File: src/rtl/cu_pkg.sv
// Shared types and constants for the multi-cycle CPU control unit:
// opcodes, FSM states, function-unit selects and the datapath control word.
package cu_pkg;

  localparam int INSTR_W = 16;
  localparam int OPC_W   = 4;
  localparam int REG_W   = 4;
  localparam int IMM_W   = 16;

  localparam logic [OPC_W-1:0] OP_NOP  = 4'h0;
  localparam logic [OPC_W-1:0] OP_ADD  = 4'h1;
  localparam logic [OPC_W-1:0] OP_SUB  = 4'h2;
  localparam logic [OPC_W-1:0] OP_AND  = 4'h3;
  localparam logic [OPC_W-1:0] OP_OR   = 4'h4;
  localparam logic [OPC_W-1:0] OP_XOR  = 4'h5;
  localparam logic [OPC_W-1:0] OP_NOT  = 4'h6;
  localparam logic [OPC_W-1:0] OP_MOV  = 4'h7;
  localparam logic [OPC_W-1:0] OP_ADDI = 4'h8;
  localparam logic [OPC_W-1:0] OP_LD   = 4'h9;
  localparam logic [OPC_W-1:0] OP_ST   = 4'hA;
  localparam logic [OPC_W-1:0] OP_BRZ  = 4'hB;
  localparam logic [OPC_W-1:0] OP_BRN  = 4'hC;
  localparam logic [OPC_W-1:0] OP_JMP  = 4'hD;
  localparam logic [OPC_W-1:0] OP_SHR  = 4'hE;
  localparam logic [OPC_W-1:0] OP_HALT = 4'hF;

  localparam logic [3:0] FS_MOVA = 4'h0;
  localparam logic [3:0] FS_ADD  = 4'h2;
  localparam logic [3:0] FS_SUB  = 4'h5;
  localparam logic [3:0] FS_AND  = 4'h8;
  localparam logic [3:0] FS_OR   = 4'h9;
  localparam logic [3:0] FS_XOR  = 4'hA;
  localparam logic [3:0] FS_NOT  = 4'hB;
  localparam logic [3:0] FS_SHR  = 4'hD;

  typedef enum logic [2:0] {
    ST_BOOT,
    ST_FETCH,
    ST_EXEC,
    ST_MEM,
    ST_HALT
  } state_e;

  typedef struct packed {
    logic [REG_W-1:0] dest_sel;
    logic [REG_W-1:0] a_sel;
    logic [REG_W-1:0] b_sel;
    logic [3:0]       op_sel;
    logic             load_en;
    logic             data_sel;
    logic             const_sel;
    logic [IMM_W-1:0] const_in;
  } ctrl_t;

  // Function-unit select for every opcode that writes rd through the ALU.
  function automatic logic [3:0] alu_fs(input logic [OPC_W-1:0] opc);
    case (opc)
      OP_ADD, OP_ADDI: return FS_ADD;
      OP_SUB:          return FS_SUB;
      OP_AND:          return FS_AND;
      OP_OR:           return FS_OR;
      OP_XOR:          return FS_XOR;
      OP_NOT:          return FS_NOT;
      OP_SHR:          return FS_SHR;
      default:         return FS_MOVA;
    endcase
  endfunction

  function automatic logic is_arith(input logic [OPC_W-1:0] opc);
    return (opc == OP_ADD) || (opc == OP_SUB) || (opc == OP_ADDI);
  endfunction

endpackage

File: src/rtl/cpu_control_unit_if.sv
// Instruction-fetch and data-memory handshake bundle between the control
// unit (master) and the memory side (slave).
interface cpu_control_unit_if #(
  parameter int ADDR_W = 8
);
  logic [15:0]       instr_data;
  logic              instr_valid;
  logic              instr_req;
  logic [ADDR_W-1:0] pc;
  logic              mem_req;
  logic              mem_we;
  logic              mem_ready;

  modport master (
    input  instr_data, instr_valid, mem_ready,
    output instr_req, pc, mem_req, mem_we
  );

  modport slave (
    output instr_data, instr_valid, mem_ready,
    input  instr_req, pc, mem_req, mem_we
  );
endinterface

File: src/rtl/cu_decoder.sv
// Purely combinational decode of FSM state + instruction register into the
// datapath control word and the fetch/memory request strobes.
module cu_decoder
  import cu_pkg::*;
(
  input  state_e             state,
  input  logic [INSTR_W-1:0] ir,
  input  logic               mem_ready,
  input  logic               ovf,
  output ctrl_t              ctrl,
  output logic               instr_req,
  output logic               mem_req,
  output logic               mem_we,
  output logic               halted
);

  logic [OPC_W-1:0] opc;
  logic [REG_W-1:0] rd, ra, rb;

  assign opc = ir[15:12];
  assign rd  = ir[11:8];
  assign ra  = ir[7:4];
  assign rb  = ir[3:0];

  always_comb begin
    ctrl      = '0;
    instr_req = 1'b0;
    mem_req   = 1'b0;
    mem_we    = 1'b0;
    halted    = 1'b0;
    case (state)
      ST_FETCH: instr_req = 1'b1;
      ST_EXEC: begin
        case (opc)
          OP_ADD, OP_SUB, OP_AND, OP_OR, OP_XOR, OP_NOT, OP_MOV, OP_SHR,
          OP_ADDI: begin
            ctrl.dest_sel = rd;
            ctrl.a_sel    = ra;
            ctrl.b_sel    = rb;
            ctrl.op_sel   = alu_fs(opc);
            ctrl.load_en  = !ovf;
            if (opc == OP_ADDI) begin
              ctrl.const_sel = 1'b1;
              ctrl.const_in  = {{(IMM_W-REG_W){1'b0}}, rb};
            end
          end
          // Branches pass ra through the ALU so Z/N reflect its value.
          OP_BRZ, OP_BRN: begin
            ctrl.a_sel  = ra;
            ctrl.op_sel = FS_MOVA;
          end
          default: ;
        endcase
      end
      ST_MEM: begin
        mem_req    = 1'b1;
        mem_we     = (opc == OP_ST);
        ctrl.a_sel = ra;
        ctrl.b_sel = rb;
        if (opc == OP_LD) begin
          ctrl.dest_sel = rd;
          ctrl.data_sel = 1'b1;
          ctrl.load_en  = mem_ready;
        end
      end
      ST_HALT: halted = 1'b1;
      default: ;
    endcase
  end

endmodule

File: src/rtl/cpu_control_unit.sv
// Multi-cycle control unit: FSM, PC and IR; decode lives in cu_decoder.
// Optional overflow trap on ADD/SUB/ADDI is enabled by defining CU_OVF_TRAP_EN.
module cpu_control_unit
  import cu_pkg::*;
#(
  parameter int          ADDR_W   = 8,
  parameter int unsigned RESET_PC = 0
) (
  input  logic                clk,
  input  logic                rst_n,
  cpu_control_unit_if.master  bus,
  input  logic                V,
  input  logic                C,
  input  logic                N,
  input  logic                Z,
  output logic [REG_W-1:0]    dest_sel,
  output logic [REG_W-1:0]    A_sel,
  output logic [REG_W-1:0]    B_sel,
  output logic [3:0]          op_sel,
  output logic                load_en,
  output logic                data_sel,
  output logic                const_sel,
  output logic [IMM_W-1:0]    const_in,
  output logic                halted,
  output logic                trap
);

  localparam logic [ADDR_W-1:0] RESET_PC_V = ADDR_W'(RESET_PC);

  state_e             state, state_nxt;
  logic [ADDR_W-1:0]  pc_q, pc_nxt, pc_inc, br_off, jmp_tgt;
  logic [INSTR_W-1:0] ir_q, ir_nxt;
  logic [OPC_W-1:0]   opc;
  logic               ovf_trap;
  logic               unused_flags;
  ctrl_t              ctrl;

  assign opc     = ir_q[15:12];
  assign pc_inc  = pc_q + ADDR_W'(1);
  // Branch offset {rd,rb} is a signed byte; jump target is that byte unsigned.
  assign br_off  = ADDR_W'({{ADDR_W{ir_q[11]}}, ir_q[11:8], ir_q[3:0]});
  assign jmp_tgt = ADDR_W'({{ADDR_W{1'b0}}, ir_q[11:8], ir_q[3:0]});

`ifdef CU_OVF_TRAP_EN
  logic trap_q;

  assign ovf_trap     = (state == ST_EXEC) && is_arith(opc) && V;
  assign trap         = trap_q;
  assign unused_flags = C;

  always_ff @(posedge clk or negedge rst_n) begin
    if (!rst_n)        trap_q <= 1'b0;
    else if (ovf_trap) trap_q <= 1'b1;
  end
`else
  assign ovf_trap     = 1'b0;
  assign trap         = 1'b0;
  assign unused_flags = ^{V, C};
`endif

  always_ff @(posedge clk or negedge rst_n) begin
    if (!rst_n) begin
      state <= ST_BOOT;
      pc_q  <= RESET_PC_V;
      ir_q  <= '0;
    end else begin
      state <= state_nxt;
      pc_q  <= pc_nxt;
      ir_q  <= ir_nxt;
    end
  end

  always_comb begin
    state_nxt = state;
    pc_nxt    = pc_q;
    ir_nxt    = ir_q;
    case (state)
      ST_BOOT: state_nxt = ST_FETCH;
      ST_FETCH: begin
        if (bus.instr_valid) begin
          ir_nxt    = bus.instr_data;
          state_nxt = ST_EXEC;
        end
      end
      ST_EXEC: begin
        state_nxt = ST_FETCH;
        pc_nxt    = pc_inc;
        if (ovf_trap) begin
          state_nxt = ST_HALT;
          pc_nxt    = pc_q;
        end else begin
          case (opc)
            OP_LD, OP_ST: state_nxt = ST_MEM;
            OP_BRZ:       if (Z) pc_nxt = pc_inc + br_off;
            OP_BRN:       if (N) pc_nxt = pc_inc + br_off;
            OP_JMP:       pc_nxt = jmp_tgt;
            OP_HALT: begin
              state_nxt = ST_HALT;
              pc_nxt    = pc_q;
            end
            default: ;
          endcase
        end
      end
      ST_MEM:  if (bus.mem_ready) state_nxt = ST_FETCH;
      ST_HALT: state_nxt = ST_HALT;
      default: state_nxt = ST_BOOT;
    endcase
  end

  cu_decoder u_decoder (
    .state     (state),
    .ir        (ir_q),
    .mem_ready (bus.mem_ready),
    .ovf       (ovf_trap),
    .ctrl      (ctrl),
    .instr_req (bus.instr_req),
    .mem_req   (bus.mem_req),
    .mem_we    (bus.mem_we),
    .halted    (halted)
  );

  assign bus.pc    = pc_q;
  assign dest_sel  = ctrl.dest_sel;
  assign A_sel     = ctrl.a_sel;
  assign B_sel     = ctrl.b_sel;
  assign op_sel    = ctrl.op_sel;
  assign load_en   = ctrl.load_en;
  assign data_sel  = ctrl.data_sel;
  assign const_sel = ctrl.const_sel;
  assign const_in  = ctrl.const_in;

endmodule

File: src/flat_wrapper.sv
// flat-port wrapper written by rule: the top's interface ports become plain ports
module cpu_control_unit_flat import cu_pkg::*;
#(
  parameter int          ADDR_W   = 8,
  parameter int unsigned RESET_PC = 0
)
  (clk, rst_n, V, C, N, Z, dest_sel, A_sel, B_sel, op_sel, load_en, data_sel, const_sel, const_in, halted, trap, bus_instr_data, bus_instr_valid, bus_mem_ready, bus_instr_req, bus_pc, bus_mem_req, bus_mem_we);
  cpu_control_unit_if #(.ADDR_W(ADDR_W)) bus_i ();
  input  logic clk;
  input  logic rst_n;
  input  logic V;
  input  logic C;
  input  logic N;
  input  logic Z;
  output logic [REG_W-1:0] dest_sel;
  output logic [REG_W-1:0] A_sel;
  output logic [REG_W-1:0] B_sel;
  output logic [3:0] op_sel;
  output logic load_en;
  output logic data_sel;
  output logic const_sel;
  output logic [IMM_W-1:0] const_in;
  output logic halted;
  output logic trap;
  input wire logic [$bits(bus_i.instr_data)-1:0] bus_instr_data;
  input wire logic [$bits(bus_i.instr_valid)-1:0] bus_instr_valid;
  input wire logic [$bits(bus_i.mem_ready)-1:0] bus_mem_ready;
  output wire logic [$bits(bus_i.instr_req)-1:0] bus_instr_req;
  output wire logic [$bits(bus_i.pc)-1:0] bus_pc;
  output wire logic [$bits(bus_i.mem_req)-1:0] bus_mem_req;
  output wire logic [$bits(bus_i.mem_we)-1:0] bus_mem_we;
  assign bus_i.instr_data = bus_instr_data;
  assign bus_i.instr_valid = bus_instr_valid;
  assign bus_i.mem_ready = bus_mem_ready;
  assign bus_instr_req = bus_i.instr_req;
  assign bus_pc = bus_i.pc;
  assign bus_mem_req = bus_i.mem_req;
  assign bus_mem_we = bus_i.mem_we;
  cpu_control_unit #(.ADDR_W(ADDR_W), .RESET_PC(RESET_PC)) u_core (.clk(clk), .rst_n(rst_n), .bus(bus_i), .V(V), .C(C), .N(N), .Z(Z), .dest_sel(dest_sel), .A_sel(A_sel), .B_sel(B_sel), .op_sel(op_sel), .load_en(load_en), .data_sel(data_sel), .const_sel(const_sel), .const_in(const_in), .halted(halted), .trap(trap));
endmodule
File: config.mk
export PLATFORM = sky130hd
export DESIGN_NAME = cpu_control_unit_flat
export DESIGN_NICKNAME = d
export VERILOG_FILES = /design/src/rtl/cu_pkg.sv /design/src/rtl/cpu_control_unit_if.sv /design/src/rtl/cu_decoder.sv /design/src/rtl/cpu_control_unit.sv /design/src/flat_wrapper.sv
export SDC_FILE = /design/constraint.sdc
export NUM_CORES = 1
export LEC_CHECK = 0
export CORE_MARGIN = 8
export CORE_UTILIZATION = 47
export CTS_CLUSTER_SIZE = 20
export DETAILED_ROUTE_END_ITERATION = 10
export HOLD_SLACK_MARGIN = 0.03
export PLACE_DENSITY_LB_ADDON = 0.08
export SLEW_MARGIN = 40
export SYNTH_ARGS = -nofsm -noshare
export SYNTH_HDL_FRONTEND = slang
export SYNTH_SLANG_ARGS = --single-unit
File: constraint.sdc
create_clock -name clk -period 2.6 [get_ports clk]
set_input_delay 0.52 -clock clk [delete_from_list [all_inputs] [get_ports clk]]
set_output_delay 0.52 -clock clk [all_outputs]
set_load 0.02 [all_outputs]
==> impl_metrics.yaml, run 1 <==
status:
  status: "finished clean"
synthesis:
  synth_enable_flop_cells: 0
  ys_types: 57
  ys_seq_area_share_pct: 30.0
  ys_warn_count: 0
  avgSynthCellArea_sq_um: 9.05
  netlist_area_sq_mm: 0.00225
  ys_ff_latch: 27
  ys.flop_type: "dfrtp_1"
  netlist_instances: 249
  synth-async-reset-ratio_pct: 100
grt:
  overflow: 0
  grt_max_degree: 28
  grt_pass1_wl_um: 9720
  grt_usage_pct: 16.2
  grt_pass1_vias: 2070
  antenna_found_initial: 0
clocking:
  clkSlewWorstSetupHoldPaths_ps: 110
  cts_made_buffers: 3
  htree_levels: 1
  clock_latency_ps: 280
  clk_path_buf_depth: 2
  clock-sinks: 27
  cts_tree: "built"
  cts-root-buf: "clkbuf_8"
die:
  die_area_sq_mm: 0.00727
  initial_core_util_pct: 48.3
  core_sq_mm: 0.00466
  rows: 25
  fp.dieH_um: 85.2
  top_level_ports: 72
  die_w_um: 85.2
sta:
  fin_crit_ps: 2540
  skew_ps: 8.08
  slew_headroom_pct: 58.1
  rsz0062_at_grt: "true"
  setup_violations: 0
  fmax_mhz: 394
  hold_viol_final: 0
  finalCritPeriodShare_pct: 97.6
  slew_viol_final: 0
  worst_pin_slew_ps: 624
setup_path:
  path_max_fanout: 5
  crit_buf_inv: 2
  critical_path_depth: 7
  cp_slowest_stage_delay_ps: 420
  criticalPathCategory: "flop to primary output"
  crit_path_cell_trace: "inv_2, ha_4, nand2b_1, a32oi_4, nand2_2, a211oi_1, clkbuf_2"
  cp_top_family: "compound AO/OA/AOI/OAI gates"
  cp_data_arrival_time_ps: 2020
  reg2reg_slack_ps: 210
  crit_path_end: "op_sel[3]"
  cpMaxStageDelayCell: "dfrtp_1"
  critical_path.endpoint_type: "primary output"
  r2r_cells: 11
  crit_path_start: "u_core.ir_q[12]"
  cp-start-kind: "flop"
  rr_startpoint: "u_core.bus.pc[0]"
  worstPathRequired_ps: 2080
  r2r-end: "u_core.bus.pc[7]"
detailed_routing:
  drt-total-wl_um: 5950
  vias_per_cell: 5.42
  drt-pass1-iter-count: 4
  drtIter0Drc: 61
  num_vias: 2059
  drcViolationCount: 0
  antenna_left: 0
  post_drt_wl_per_cell_um: 15.7
power:
  ir_drop_uv: 676
  p_per_area_mw_per_mm2: 1320
  total_power_mw: 3.98
  leakage_nw: 1.39
cells_and_area:
  diodes: 0
  finalNonFillerCells: 380
  area_growth_pct: 34.1
  drive_gt1_share_pct: 27.6
  layout_commonest_cell: "clkdlybuf4s50_1"
  nNetsFinal: 364
  mostFrequentLayoutCells: "clkdlybuf4s50_1 (34), buf_4 (27), dfrtp_1 (26)"
placed_design:
  dp_hpwl_um: 4530
  portBuffers: 56
  placed_cells: 374
  gp_congestion: 0.849
job:
  cap_violations: 0
worst_hold_path:
  min_path_type: "flop to flop"
-- flip-flops by register name (all words and copies together) (netlist names) --
signal         cells
u_core.ir_q       16
u_core.bus.pc      8
u_core.state       3
-- routing by layer --
layer / track usage [%] / vias to the layer above / share of wire [%]
met5: 0 / - / 0
met2: 26.8 / 50 / 49
li1: - / 1013 / -
met1: 20.3 / 990 / 44
met4: 3.40 / 0 / 0.71
met3: 4.54 / 6 / 6.6
-- cell families (layout without fill, tap and decap cells) --
logic type | count (synthesis) | count (layout) | synth area share (%)
compound gates | 55 | 55 | 17.5
simple gates | 94 | 94 | 24.0
other cells | 1 | 13 | 0.166
mux | 13 | 13 | 6.44
flops | 27 | 27 | 30.0
buf+inv | 34 | 99 | 9.11
xor+xnor | 12 | 12 | 5.27
fa+ha+maj | 13 | 13 | 7.55
-- through the flow --
stage	hold WS [ps]	setup TNS [ps]	area [sq um]	setup WS (ps)	utilization, %
2_1_floorplan	224	0	2300	305	-
3_3_place_gp	481	-453	2960	-86.6	63.4
3_5_place_dp	492	-779	2960	-102	63.4
4_1_cts	517	-130	3020	-27.2	64.9
5_1_grt	542	-216	3020	-63.9	64.8
6_report	513	0	3020	61.2	64.8
-- power by group --
part           switching, mW  total (mW)  internal, mW
logic                   1.47        2.87          1.40
registers              0.241       0.857         0.616
clock network          0.147       0.256         0.109
total                   1.86        3.98          2.12
-- cell type report --
cell class	instances	area, sq um
clock buffers	3	41.3
clock inverters	1	7.51
fillers	416	1640
inverters	13	48.8
multi-input cells	200	1510
flip-flops and latches	27	677
well taps	54	67.6
repair buffers	82	671
-- worst reg2reg max path, stage by stage, from the launching register on --
cell and delay [ps]:
dfrtp_1 420, ha_2 250, nand3_1 140, xor2_2 220, inv_1 70, ha_1 350, nand4_1 110, a21oi_1 130
and3b_1 200, xnor2_1 130, a21oi_1 100, a311oi_2 200
-- cell usage after synthesis, drive strengths merged, types with 2 or more instances --
cell type   n  area (sq um)
a21oi      18          90.1
nand2b      6          47.5
xnor2       7          61.3
xor2        4          35.0
buf        20           151
o21ai      12          60.1
a222oi      2          20.0
nor3        7          35.0
a221oi      3          26.3
nand3b      2          15.0
ha         12           150
and3       12          81.3
a311oi      2          23.8
nand3       7          47.6
nand2      20          85.1
a211oi      4          30.0
nor2       17          63.8
mux2       12           135
nor2b      10          70.1
o21a        2          15.0
inv        13          48.8
and2        9          58.8
dfrtp      27           676
-- how the worst min path moves through the flow --
stage                         from               end  depth (start not counted)
floorplan                    rst_n  u_core.bus.pc[0]                          0
global placement    u_core.ir_q[4]    u_core.ir_q[4]                          1
detailed placement  u_core.ir_q[6]    u_core.ir_q[6]                          1
CTS                 u_core.ir_q[6]    u_core.ir_q[6]                          1
global route        u_core.ir_q[6]    u_core.ir_q[6]                          1
finish              u_core.ir_q[5]    u_core.ir_q[5]                          1
-- repair_timing --
action | CTS | global route
setup buffers | 0 | 2
setup endpoints to repair | 21 | 20
gates resized for setup | 52 | 39
pin swaps | 1 | 4
hold buffers | 0 | 0
(Power assumes the default switching activity.)
==> run 2, diff against run 1 <==
--- a/config.mk
+++ b/config.mk
@@ -6,7 +6,7 @@
 export NUM_CORES = 1
 export LEC_CHECK = 0
 export CORE_MARGIN = 8
-export CORE_UTILIZATION = 47
+export CORE_UTILIZATION = 48
 export CTS_CLUSTER_SIZE = 20
 export DETAILED_ROUTE_END_ITERATION = 10
 export HOLD_SLACK_MARGIN = 0.03
@@ -14,4 +14,5 @@
 export SLEW_MARGIN = 40
 export SYNTH_ARGS = -nofsm -noshare
 export SYNTH_HDL_FRONTEND = slang
+export SYNTH_HIERARCHICAL = 1
 export SYNTH_SLANG_ARGS = --single-unit
==> run 2 against run 1 <==
  * Synthesized cell count increased by 6.4%
  * Clock power decreased by 4%
  * Utilization increased by 2.1 points
  * Critical path type unchanged
  * Largest cell class unchanged
==> impl_metrics.yaml, run 2 <==
placed_design:
  dp_hpwl_um: 5100
  placed_cells: 415
  gp_congestion: 0.897
  portBuffers: 56
  placed_area_sq_mm: 0.00321
die:
  fp.dieH_um: 87.2
  initial_core_util_pct: 48.6
  core_sq_mm: 0.00501
  die_w_um: 87.2
  rows: 26
  die_area_sq_mm: 0.00761
  top_level_ports: 72
detailed_routing:
  antenna_left: 0
  drtIter0Drc: 114
  drt-pass1-iter-count: 4
  vias_per_cell: 5.33
  drcViolationCount: 0
  drt-total-wl_um: 6670
  post_drt_wl_per_cell_um: 15.8
  num_vias: 2248
status:
  status: "finished clean"
power:
  power_switching_mw: 2.13
  p_per_area_mw_per_mm2: 1330
  pwr-share-clk_pct: 5.5
  internal_power_mw: 2.32
  p_seq_share_pct: 20.4
  leakage_nw: 1.49
  ir_drop_uv: 727
  p_comb_share_pct: 74.0
  p_sw_share_pct: 47.9
sta:
  finalCritPeriodShare_pct: 98.6
  slew_headroom_pct: 65.8
  hold_viol_final: 0
  fin_crit_ps: 2560
  fin_hold_ws_ps: 519
  fmax_mhz: 390
  setup_violations: 0
  rsz0062_at_grt: "true"
  worst_pin_slew_ps: 510
  fin_setup_tns_ps: 0
  skew_ps: 1.26
  slew_viol_final: 0
synthesis:
  yosysMostFrequentCell: "dfrtp_1"
  netlist.top_cell.by_area: "dfrtp_1"
  ys_seq_area_share_pct: 27.7
  synth_enable_flop_cells: 0
  synth_area_leaders: "dfrtp_1 (28%), mux2_2 (8.3%), ha_1 (8.2%)"
  synth-async-reset-ratio_pct: 100
  avgSynthCellArea_sq_um: 9.19
  ys_types: 62
  synth.top_cell.area_share_pct: 27.7
  ys_ff_latch: 27
  synth_commonest_cells: "dfrtp_1 (27), mux2_2 (18), nand2_1 (18)"
  netlist_instances: 265
  ys.flop_type: "dfrtp_1"
  netlist_area_sq_mm: 0.00243
  ys_warn_count: 6
cells_and_area:
  finalInstanceArea_sq_mm: 0.00335
  nNetsFinal: 394
  post-route-util_pct: 66.9
  diodes: 0
  area_growth_pct: 37.6
  layout_commonest_cell: "buf_4"
  regMostFlops: "u_core/ir_q"
  largest_register_ff_count: 16
  drive_gt1_share_pct: 32.1
  mostFrequentLayoutCells: "buf_4 (38), clkdlybuf4s50_1 (34), dfrtp_1 (23)"
  finalNonFillerCells: 422
  final.fill_count: 458
setup_path:
  critical_path.endpoint_type: "primary output"
  crit_buf_inv: 3
  cp-start-kind: "flop"
  cpMaxStageDelayCell: "dfrtp_2"
  cp_data_arrival_time_ps: 2040
  criticalPathCategory: "flop to primary output"
  crit_path_cell_trace: "inv_4, ha_4, mux2_4, a2111oi_4, buf_4, a21oi_2, buf_6"
  cp_top_family: "flip-flops"
  cp_slowest_stage_delay_ps: 470
  worstPathRequired_ps: 2080
  path_max_fanout: 5
grt:
  grt_max_degree: 28
  overflow: 0
  antenna_found_initial: 0
  grt_pass1_wl_um: 10500
  grt_usage_pct: 17.4
  grt_pass1_vias: 2234
clocking:
  cts_made_buffers: 3
  clock_latency_ps: 270
  clkSlewWorstSetupHoldPaths_ps: 100
  clk_path_buf_depth: 2
  hold_buffers: 0
  cts_tree: "built"
  cts-root-buf: "clkbuf_8"
  htree_levels: 1
  clock-sinks: 27
job:
  cap_violations: 0
worst_hold_path:
  min_path_type: "flop to flop"
==> run 2: changes by cell type after synthesis, moves of 4 or more <==
cell,previous run,this run
and3_1,10,2
mux2_2,12,18
nor2b_1,9,5
a31oi_1,1,7
a22oi_1,0,5
ha_1,12,16
==> run 2: layout make-up <==
| cell class | instances | area (sq um) | area share [%] |
|---|---|---|---|
| Inverter | 16 | 68.8 | 2.05 |
| Timing Repair Buffer | 91 | 787 | 23.5 |
| Sequential cell | 27 | 681 | 20.3 |
| Multi-Input combinational cell | 214 | 1680 | 50.1 |
| Clock inverter | 1 | 5.00 | 0.149 |
| Clock buffer | 3 | 41.3 | 1.23 |
| Tap cell | 70 | 87.6 | 2.61 |
==> run 2: logic make-up (layout without fill, tap and decap cells) <==
logic type,Yosys count,after routing,synth area share [%]
buf+inv,37,111,8.94
mux,20,20,9.35
simple gates,82,82,19.4
other cells,2,15,0.308
compound gates,70,70,21.0
fa+ha+maj,17,17,9.04
flops,27,27,27.7
xor+xnor,10,10,4.21
==> run 2: power by group through the flow <==
stage	logic (mW)	registers (mW)	clock network [mW]
finish	3.30	0.910	0.246
CTS	3.07	0.887	0.257
global route	3.62	0.942	0.270
global placement	3.05	0.879	0
floorplan	1.99	0.954	0
detailed placement	3.10	0.887	0
==> run 2: what timing repair did <==
item,4_1_cts,5_1_grt
pin swaps,2,8
setup buffers,2,1
gates resized for setup,75,48
endpoints found under the setup margin,23,18
==> run 2: per-layer routing <==
metal | share of wire [%] | GRT usage, %
met5 | 0 | 0
met4 | 1.0 | 5.31
met3 | 4.9 | 2.92
met2 | 49 | 30.7
met1 | 45 | 20.9
==> run 2: path summary, 6_finish.rpt <==
check,start,endpoint,slack [ps],depth (start not counted)
setup / recovery,u_core/ir_q[13],A_sel[3],40,7
hold / removal,u_core/ir_q[6],u_core/ir_q[6],520,1
setup reg to reg,u_core/bus.pc[0],u_core/bus.pc[6],140,8
hold reg to reg,u_core/ir_q[6],u_core/ir_q[6],520,1
max in group asynchronous,rst_n,u_core/state[1],1680,2
min in group asynchronous,rst_n,u_core/ir_q[14],630,2
==> run 2: through the flow <==
step | worst slack [ps] | power (mW)
detailed placement | -68.9 | 3.98
floorplan | 123 | 2.94
finish | 36.3 | 4.45
global route | -48.9 | 4.83
global placement | -60.7 | 3.93
CTS | -61.8 | 4.22
==> patch (config.mk and constraints of run 2) <==
The option `CU_OVF_TRAP_EN` is turned on by a define.
--- a/src/rtl/cpu_control_unit.sv
+++ b/src/rtl/cpu_control_unit.sv
@@ -1,5 +1,7 @@
 // Multi-cycle control unit: FSM, PC and IR; decode lives in cu_decoder.
 // Optional overflow trap on ADD/SUB/ADDI is enabled by defining CU_OVF_TRAP_EN.
+`define CU_OVF_TRAP_EN
+
 module cpu_control_unit
   import cu_pkg::*;
 #(
Check against the original RTL: not equivalent (a bounded check fails within 4 cycles, from zero or initial values and one cycle with rst_n low).
==> patch against run 2 <==
Power up 3.1%. Register-to-register slack about the same. Routed wire length up 6.2%. First-iteration DRC count up 21%. Synthesized area up 5.0%. Clock power up 43%. Setup slack better by 0.056 ns. Sequential cell count up 1. Cell area up 4.9%. Largest cell class unchanged. Largest power group unchanged.
==> patch: results <==
set metrics [dict create \
    run_status "finished, final reports clean" \
    fin_nets 405 \
    drtIter0Drc 138 \
    crit_end "dest_sel[2]" \
    portBuffers 58 \
    track_usage_pct 18.5 \
    drive_gt1_share_pct 31.4 \
    wl_met2_um 3340 \
    clock_skew_ns 0.00900 \
    synth.distinct_cells 69 \
    grtUsageMet2_pct 31.3 \
    drt-met1-wl_um 3160 \
    holdPathEnd "u_core/trap" \
    gp_congestion 0.872 \
    grt_util_met1_pct 23.3 \
    fillers 474 \
    placed_area_mm2 0.00339 \
    routed_wl_um 7090 \
    synth.area.top_cells "dfrtp_1 27%, ha_1 7.8%, mux2_2 7.5%" \
    cp-startpoint "u_core/ir_q[12]" \
    hpwl_um 5560 \
    ir_drop_mv 0.827 \
    grt_pass1_wl_um 11600 \
    met3WireLength_um 551 \
    seq_area_frac_synth_pct 27.4 \
]
## patch: cell count changes after synthesis, moves of 2 or more
cell and change:
and2_1 +2, o21ai_1 -4, inv_1 +2, xnor2_1 -2, a22o_1 +2, a22oi_1 -2, nor2_1 -3, o21ai_0 +3
## patch: what timing repair did
item	4_1_cts	5_1_grt
pin swaps	3	3
gates resized for setup	79	28
endpoints found under the setup margin	22	22
setup buffers	2	0
## patch: critical path, stage by stage, from the launching register on
cell	delay, ns
dfrtp_2	0.45
buf_6	0.13
ha_2	0.17
a211o_1	0.29
o211ai_4	0.28
a31oi_1	0.13
clkdlybuf4s15_2	0.27
## patch: per-stage QoR
step	util, %	setup WS (ns)	std cells	total power, uW	hold WS (ns)
final	68.4	0.0919	433	4590	0.476
after global placement	65.9	-0.428	427	4050	0.473
after floorplan	-	0.185	285	2980	0.224
after global routing	68.4	-0.00430	433	4950	0.497
after detailed placement	65.9	-0.413	427	4120	0.458
after CTS	67.1	0.00258	433	4490	0.482
## patch: cell families after synthesis
kind of cell	after synthesis	synth area share [%]
and+or+nand+nor	84	19.5
AOI/OAI and AO/OA	75	22.1
buffers and inverters	39	8.71
DFF	28	27.4
muxes	20	8.86
adders and majority gates	17	8.61
xor gates and xnor gates	10	4.70
other	1	0.147
## patch: where the power goes
part           internal, uW  switching (uW)  total, uW  leakage (uW)
clock network           206             145        352     0.0000357
logic                  1600            1720       3320       0.00121
registers               650             270        920      0.000323
## patch: final cells by class
type / instances / area, um2 / share of cell area [%]
Clock buffer: 3 / 41.3 / 1.17
Clock inverter: 1 / 30.0 / 0.854
Inverter: 18 / 71.3 / 2.03
Multi-Input combinational cell: 218 / 1750 / 49.8
Sequential cell: 28 / 706 / 20.1
Tap cell: 70 / 87.6 / 2.49
Timing Repair Buffer: 95 / 828 / 23.6
